`src/rtl/fir_tdm_decim.sv`:
```
// -----------------------------------------------------------------------------
// fir_tdm_decim
//
// Time-multiplexed FIR filter with decimation. One signed multiplier/accumulator
// walks the TAPS coefficients once per output, so an output costs TAPS+2 clocks.
// It sits between the mic/CIC front end and the downstream audio stages.
//
// Coefficients can be loaded at run time and reset to an impulse
// (coef[0] = 1 << OUT_SHIFT), so after reset the output equals the input.
//
// Ports
//   clk          : clock
//   rst_n        : asynchronous reset, active-low
//   sample_in    : signed input sample (DATA_WIDTH)
//   sample_valid : sample_in is valid
//   sample_ready : block accepts a sample this cycle (high only in IDLE)
//   coef_we      : coefficient write strobe (honoured only in IDLE)
//   coef_addr    : coefficient index; indices >= TAPS are ignored
//   coef_data    : signed coefficient value (COEF_WIDTH)
//   coef_ack     : one-cycle pulse, the write was applied
//   out          : signed filter output (OUT_WIDTH), held between updates
//   out_valid    : one-cycle pulse, out is new
//   out_sat      : out was clamped on this update (qualified by out_valid)
//
// Build option
//   FIR_SAT_EN   : when defined, the scaled result is clamped to the OUT_WIDTH
//                  signed range and out_sat flags the clamp. When undefined,
//                  the low OUT_WIDTH bits are kept (two's-complement wrap) and
//                  out_sat stays 0.
// -----------------------------------------------------------------------------
module fir_tdm_decim #(
    parameter int DATA_WIDTH = 16,
    parameter int COEF_WIDTH = 16,
    parameter int TAPS       = 30,
    parameter int DECIM      = 1,
    parameter int OUT_WIDTH  = 16,
    parameter int OUT_SHIFT  = 8
) (
    input  logic                         clk,
    input  logic                         rst_n,
    input  logic signed [DATA_WIDTH-1:0] sample_in,
    input  logic                         sample_valid,
    output logic                         sample_ready,
    input  logic                         coef_we,
    input  logic [$clog2(TAPS)-1:0]      coef_addr,
    input  logic signed [COEF_WIDTH-1:0] coef_data,
    output logic                         coef_ack,
    output logic signed [OUT_WIDTH-1:0]  out,
    output logic                         out_valid,
    output logic                         out_sat
);

    localparam int PTR_W  = $clog2(TAPS);
    localparam int FILL_W = $clog2(TAPS + 1);
    localparam int DCNT_W = (DECIM > 1) ? $clog2(DECIM) : 1;
    localparam int PROD_W = DATA_WIDTH + COEF_WIDTH;
    // log2(TAPS) guard bits: a sum of TAPS full-scale products cannot overflow.
    localparam int ACC_W  = PROD_W + $clog2(TAPS);

    localparam logic [PTR_W-1:0]  LAST_TAP_C = PTR_W'(TAPS - 1);
    localparam logic [PTR_W:0]    TAPS_EXT_C = (PTR_W + 1)'(TAPS);
    localparam logic [FILL_W-1:0] FILL_MAX_C = FILL_W'(TAPS);
    localparam logic [DCNT_W-1:0] DCNT_END_C = DCNT_W'(DECIM - 1);
    localparam logic signed [COEF_WIDTH-1:0] COEF_RST0_C = COEF_WIDTH'(1'b1) << OUT_SHIFT;

    typedef enum logic [1:0] {
        ST_IDLE = 2'd0,
        ST_MAC  = 2'd1,
        ST_OUT  = 2'd2
    } state_t;

    state_t state_r;
    state_t state_nxt_s;

    logic signed [DATA_WIDTH-1:0] dline_r [TAPS];
    logic signed [COEF_WIDTH-1:0] coef_r  [TAPS];

    logic [PTR_W-1:0]  wr_ptr_r;
    logic [PTR_W-1:0]  rd_ptr_r;
    logic [PTR_W-1:0]  k_r;
    logic [FILL_W-1:0] fill_r;
    logic [DCNT_W-1:0] dcnt_r;
    logic signed [ACC_W-1:0] acc_r;

    logic                        coef_ack_r;
    logic                        sample_ready_r;
    logic signed [OUT_WIDTH-1:0] out_r;
    logic                        out_valid_r;
    logic                        out_sat_r;

    logic in_idle_s;
    logic accept_s;
    logic dec_hit_s;
    logic mac_start_s;
    logic mac_last_s;
    logic addr_ok_s;
    logic coef_wr_s;
    logic fill_full_s;
    logic emit_s;
    logic signed [PROD_W-1:0] prod_s;
    logic signed [ACC_W-1:0]  acc_sum_s;
    // {clamp flag, formatted output}
    logic [OUT_WIDTH:0]       fmt_s;

    assign in_idle_s   = (state_r == ST_IDLE);
    assign accept_s    = in_idle_s && sample_valid;
    assign dec_hit_s   = (dcnt_r == DCNT_END_C);
    assign mac_start_s = accept_s && dec_hit_s;
    assign mac_last_s  = (state_r == ST_MAC) && (k_r == LAST_TAP_C);
    assign addr_ok_s   = ({1'b0, coef_addr} < TAPS_EXT_C);
    assign coef_wr_s   = in_idle_s && coef_we && addr_ok_s;
    assign fill_full_s = (fill_r == FILL_MAX_C);
    // Results produced during warm-up are discarded and leave out unchanged.
    assign emit_s      = mac_last_s && fill_full_s;

    // rd_ptr_r walks backwards from the newest sample while k_r walks the coefficients forward.
    assign prod_s    = PROD_W'(dline_r[rd_ptr_r]) * PROD_W'(coef_r[k_r]);
    assign acc_sum_s = acc_r + ACC_W'(prod_s);

`ifdef FIR_SAT_EN
    localparam logic signed [ACC_W-1:0] OUT_MAX_C = ACC_W'((64'sd1 <<< (OUT_WIDTH - 1)) - 64'sd1);
    localparam logic signed [ACC_W-1:0] OUT_MIN_C = ACC_W'(-(64'sd1 <<< (OUT_WIDTH - 1)));

    // Clamp a scaled accumulator to the output range; MSB of the result is the clamp flag.
    function automatic logic [OUT_WIDTH:0] sat_fmt(input logic signed [ACC_W-1:0] v);
        logic [OUT_WIDTH:0] r;
        if (v > OUT_MAX_C) begin
            r = {1'b1, OUT_MAX_C[OUT_WIDTH-1:0]};
        end else if (v < OUT_MIN_C) begin
            r = {1'b1, OUT_MIN_C[OUT_WIDTH-1:0]};
        end else begin
            r = {1'b0, v[OUT_WIDTH-1:0]};
        end
        return r;
    endfunction

    logic signed [ACC_W-1:0] scaled_s;
    // Arithmetic shift: truncates toward -inf.
    assign scaled_s = acc_sum_s >>> OUT_SHIFT;
    assign fmt_s    = sat_fmt(scaled_s);
`else
    // Keep the low bits of the arithmetically shifted sum; overflow wraps.
    assign fmt_s = {1'b0, OUT_WIDTH'(acc_sum_s >>> OUT_SHIFT)};
`endif

    // FSM state register.
    always_ff @(posedge clk or negedge rst_n) begin
        if (!rst_n) begin
            state_r <= ST_IDLE;
        end else begin
            state_r <= state_nxt_s;
        end
    end

    // FSM next-state logic.
    always_comb begin
        state_nxt_s = state_r;
        case (state_r)
            ST_IDLE: begin
                if (mac_start_s) begin
                    state_nxt_s = ST_MAC;
                end else begin
                    state_nxt_s = ST_IDLE;
                end
            end
            ST_MAC: begin
                if (k_r == LAST_TAP_C) begin
                    state_nxt_s = ST_OUT;
                end else begin
                    state_nxt_s = ST_MAC;
                end
            end
            ST_OUT: begin
                state_nxt_s = ST_IDLE;
            end
            default: begin
                state_nxt_s = ST_IDLE;
            end
        endcase
    end

    // Coefficient bank and write acknowledge; writes land only while idle.
    always_ff @(posedge clk or negedge rst_n) begin
        if (!rst_n) begin
            for (int i = 0; i < TAPS; i++) begin
                coef_r[i] <= (i == 0) ? COEF_RST0_C : {COEF_WIDTH{1'b0}};
            end
            coef_ack_r <= 1'b0;
        end else begin
            coef_ack_r <= coef_wr_s;
            if (coef_wr_s) begin
                coef_r[coef_addr] <= coef_data;
            end
        end
    end

    // Delay line, write pointer, warm-up fill count and decimation phase.
    always_ff @(posedge clk or negedge rst_n) begin
        if (!rst_n) begin
            for (int i = 0; i < TAPS; i++) begin
                dline_r[i] <= {DATA_WIDTH{1'b0}};
            end
            wr_ptr_r <= {PTR_W{1'b0}};
            fill_r   <= {FILL_W{1'b0}};
            dcnt_r   <= {DCNT_W{1'b0}};
        end else if (accept_s) begin
            dline_r[wr_ptr_r] <= sample_in;
            wr_ptr_r <= (wr_ptr_r == LAST_TAP_C) ? {PTR_W{1'b0}} : (wr_ptr_r + PTR_W'(1));
            if (!fill_full_s) begin
                fill_r <= fill_r + FILL_W'(1);
            end
            dcnt_r <= dec_hit_s ? {DCNT_W{1'b0}} : (dcnt_r + DCNT_W'(1));
        end
    end

    // MAC sequencer: clear on entry, then one product per cycle for TAPS cycles.
    always_ff @(posedge clk or negedge rst_n) begin
        if (!rst_n) begin
            rd_ptr_r <= {PTR_W{1'b0}};
            k_r      <= {PTR_W{1'b0}};
            acc_r    <= {ACC_W{1'b0}};
        end else if (mac_start_s) begin
            // The sample being written this cycle is the newest one.
            rd_ptr_r <= wr_ptr_r;
            k_r      <= {PTR_W{1'b0}};
            acc_r    <= {ACC_W{1'b0}};
        end else if (state_r == ST_MAC) begin
            acc_r    <= acc_sum_s;
            k_r      <= (k_r == LAST_TAP_C) ? {PTR_W{1'b0}} : (k_r + PTR_W'(1));
            rd_ptr_r <= (rd_ptr_r == {PTR_W{1'b0}}) ? LAST_TAP_C : (rd_ptr_r - PTR_W'(1));
        end
    end

    // Registered outputs; the result is captured off the final MAC sum so it appears during OUT.
    always_ff @(posedge clk or negedge rst_n) begin
        if (!rst_n) begin
            sample_ready_r <= 1'b1;
            out_r          <= {OUT_WIDTH{1'b0}};
            out_valid_r    <= 1'b0;
            out_sat_r      <= 1'b0;
        end else begin
            sample_ready_r <= (state_nxt_s == ST_IDLE);
            out_valid_r    <= emit_s;
            out_sat_r      <= emit_s && fmt_s[OUT_WIDTH];
            if (emit_s) begin
                out_r <= fmt_s[OUT_WIDTH-1:0];
            end
        end
    end

    assign sample_ready = sample_ready_r;
    assign coef_ack     = coef_ack_r;
    assign out          = out_r;
    assign out_valid    = out_valid_r;
    assign out_sat      = out_sat_r;

endmodule

```
`config.mk`:
```
export PLATFORM = sky130hd
export DESIGN_NAME = fir_tdm_decim
export DESIGN_NICKNAME = d
export VERILOG_FILES = /design/src/rtl/fir_tdm_decim.sv
export SDC_FILE = /design/constraint.sdc
export NUM_CORES = 2
export LEC_CHECK = 0
export ABC_CLOCK_PERIOD_IN_PS = 12300
export CAP_MARGIN = 40
export CORE_AREA = 5 5 338 340
export DETAILED_ROUTE_END_ITERATION = 16
export DIE_AREA = 0 0 343 345
export GPL_TIMING_DRIVEN = 0
export PLACE_DENSITY = 0.7
export SYNTH_ARGS = -nofsm -noshare
export SYNTH_HDL_FRONTEND = slang
export SYNTH_SLANG_ARGS = --single-unit
```
`constraint.sdc`:
```
create_clock -name clk -period 12.3 [get_ports clk]
set_clock_uncertainty 0.05 [all_clocks]
set_input_delay 2.46 -clock clk [delete_from_list [all_inputs] [get_ports clk]]
set_output_delay 2.46 -clock clk [all_outputs]
set_load 0.005 [all_outputs]
```
==> flow_summary.toml <==
[run_status]
status = "completed"

[timing]
max_freq_mhz = 89.0
slew_headroom_pct = 24.3
finalSetupViolCount = 0
fin_ws_ns = 1.06
finalCriticalPeriod_ns = 11.24
hold_viol_final = 0
drv_slew = 0
rsz0062_at_grt = "false"
period_share_pct = 91.4
finalSetupTns_ns = 0
tightest_slew_ns = 1.13
fin_hold_ws_ns = 0.431

[worst_setup_path]
cp.arrival_ns = 11.82
start_kind = "flip-flop"
cpMostUsedCell = "fa_1"
endpoint_kind = "flip-flop"
slowest_stage = "a211oi_1"
path_max_fanout = 10
crit_required_ns = 12.88
reg2regPathDepth = 36
slowest_delay_ns = 0.75
path_class = "reg -> reg"

[layout]
drive_above_1_share_pct = 34.5
register_area_mm2 = 0.0257
nFillCells = 9107
final_util_pct = 54.8
synthToLayoutAreaGrowth_pct = 11.2
layout.nets = 4562
multi_input_area_mm2 = 0.0267

[synth]
ys_types = 65
synth_nets = 4379
ys_ff_latch = 1025
seq_area_frac_synth_pct = 46.8
synth_area_per_cell_um2 = 13.6
syn_area_mm2 = 0.0548
netlist_instances = 4039
yosys_warnings = 0
synthArstFlopShare_pct = 100
synth_edf_count = 0
ys.flop_type = "dfrtp_1"

[die]
ios = 61
core_area_mm2 = 0.111
die_x_um = 343
num_rows = 123
dieArea_mm2 = 0.118
fp.dieH_um = 345
initial_core_util_pct = 49.3

[routing]
num_vias = 33500
drc = 0
drt_iter0_markers = 2505
wl_per_cell_um = 24.3
drt_pre_antenna_iters = 5
via_per_inst = 5.78
drt-total-wl_um = 141000
ant_nets = 0

[power_and_ir_drop]
vdd.ir_drop.worst_v = 0.000116
p_total_mw = 10.7
p_per_area_mw_per_mm2 = 175
leakage_nw = 29.4

[global_route]
grt_max_degree = 158
grt_pass1_vias = 35900
globalRoute.totalOverflow = 0
groute.usage.overall_pct = 24.2
antenna_found_initial = 4
grt_pass1_wl_um = 220000

[cts]
clock_latency_ns = 0.71
cts_tree = "yes"
cts_root_buf = "clkbuf_16"
cts_hold_buffers = 0
cts_sinks = 1025
cts_buffers = 107
clk_pin_slew_ns = 0.06
cts_max_level = 3
clockBufferDepth = 3
cts_resized = 0
postCtsSetupBuffers = 0

[place]
pre_cts_slack_ns = 1.34
gp_congestion = 0.888
hpwl_um = 102000
portBuffers = 25

[worst_hold_path]
worstHoldPathCells = 2
hold_class = "reg -> reg"

[run]
maxCapViolCount = 0
==> sequential cells by signal, summed over array words and instances (netlist names) <==
name,cells
acc_r,24
coef_ack,1
coef_r,480
dline_r,480
fill_r,5
k_r,5
out,16
out_valid,1
rd_ptr_r,5
sample_ready,1
state_r,2
wr_ptr_r,5
==> critical path, delay by kind of cell, from the launching register on <==
kind                     cells  cell delay [ns]
AO/OA/AOI/OAI               10             1.95
XOR/XNOR                     1             0.39
adder cells (fa/ha/maj)      7             3.34
buffers and inverters       13             3.64
flip-flops                   1             0.38
multiplexers                 3             1.12
AND/OR/NAND/NOR              2             0.24
==> worst paths after layout <==
kind | endpoint | slack, ns | from
setup / recovery | out[14]$_DFFE_PN0P_ | 1.06 | rd_ptr_r[1]$_DFFE_PN0P_
hold / removal | out[6]$_DFFE_PN0P_ | 0.43 | out[6]$_DFFE_PN0P_
setup reg to reg | out[14]$_DFFE_PN0P_ | 1.06 | rd_ptr_r[1]$_DFFE_PN0P_
hold reg to reg | out[6]$_DFFE_PN0P_ | 0.43 | out[6]$_DFFE_PN0P_
max in group asynchronous | coef_r[91]$_DFFE_PN0P_ | 8.39 | rst_n
min in group asynchronous | out_valid$_DFF_PN0_ | 1.61 | rst_n
==> cells in the final DEF (no fill, tap or decap), drive strengths merged, types with 95 or more instances in the layout <==
cell type and n:
nand2 189, mux2 985, o21ai 95, dfrtp 1023
clkbuf 388, mux2i 103, fa 209, inv 323
buf 123, mux4 217, nor2 102
==> cell usage after synthesis (12+ instances only) <==
master    count  area share, %
mux4_2      217            8.9
fa_1        209            7.6
nor2b_1      63           0.72
and2_1       19           0.22
o22ai_1      22           0.25
buf_4        14           0.19
nor2_1      102           0.70
inv_1       320            2.2
nand3b_1     13           0.18
o21ai_0      93           0.85
nand2b_1     31           0.35
buf_1        13          0.089
nand2_1     189            1.3
ha_1         90            2.1
a21oi_1      21           0.19
xor2_1       17           0.27
a21o_1       12           0.16
xnor2_1      30           0.48
mux2i_1     102            1.9
clkbuf_1    230            1.6
dfrtp_1    1023             47
nand3_1      46           0.42
buf_2        38           0.35
mux2_2      985             20
==> area by class of cell <==
class | count | area share [%]
Timing Repair Buffer | 74 | 1.39
Tap cell | 1500 | 3.08
Clock inverter | 29 | 0.534
Antenna cell | 1 | 0.00410
Inverter | 323 | 1.99
Multi-Input combinational cell | 2388 | 43.7
Sequential cell | 1025 | 42.1
Clock buffer | 158 | 5.07
Buffer | 303 | 2.13
==> power breakdown <==
part	switching [mW]	internal [mW]
registers	0.118	3.57
clock network	1.37	1.80
logic	2.39	1.42
total	3.87	6.80
==> cells by family after synthesis <==
kind of cell	after synthesis	synth area share (%)
adder cells (fa/ha/maj)	299	9.68
buffers and inverters	626	4.58
multiplexers	1305	31.0
other	1	0.00684
AND/OR/NAND/NOR	503	4.33
flip-flops	1025	46.8
AO/OA/AOI/OAI	230	2.70
XOR/XNOR	50	0.874
==> per-stage QoR <==
stage,instance area [µm²],std cells
final,61000,5801
after global routing,61000,5800
after CTS,61000,5799
after detailed placement,57500,5612
after global placement,57000,5564
after floorplan,54800,4039
==> per-layer routing <==
metal  share of wire [%]  track usage, %  routed length, µm  vias to the layer above
met2                  47            37.9              66400                      998
met5                   0               0                  0                        -
met3                 6.6            5.23               9340                      246
met1                  43            34.0              60800                    17800
li1                    -               -                  -                    14400
met4                 3.3            7.80               4670                        0
Note: power is estimated with default switching activity, not from simulation.
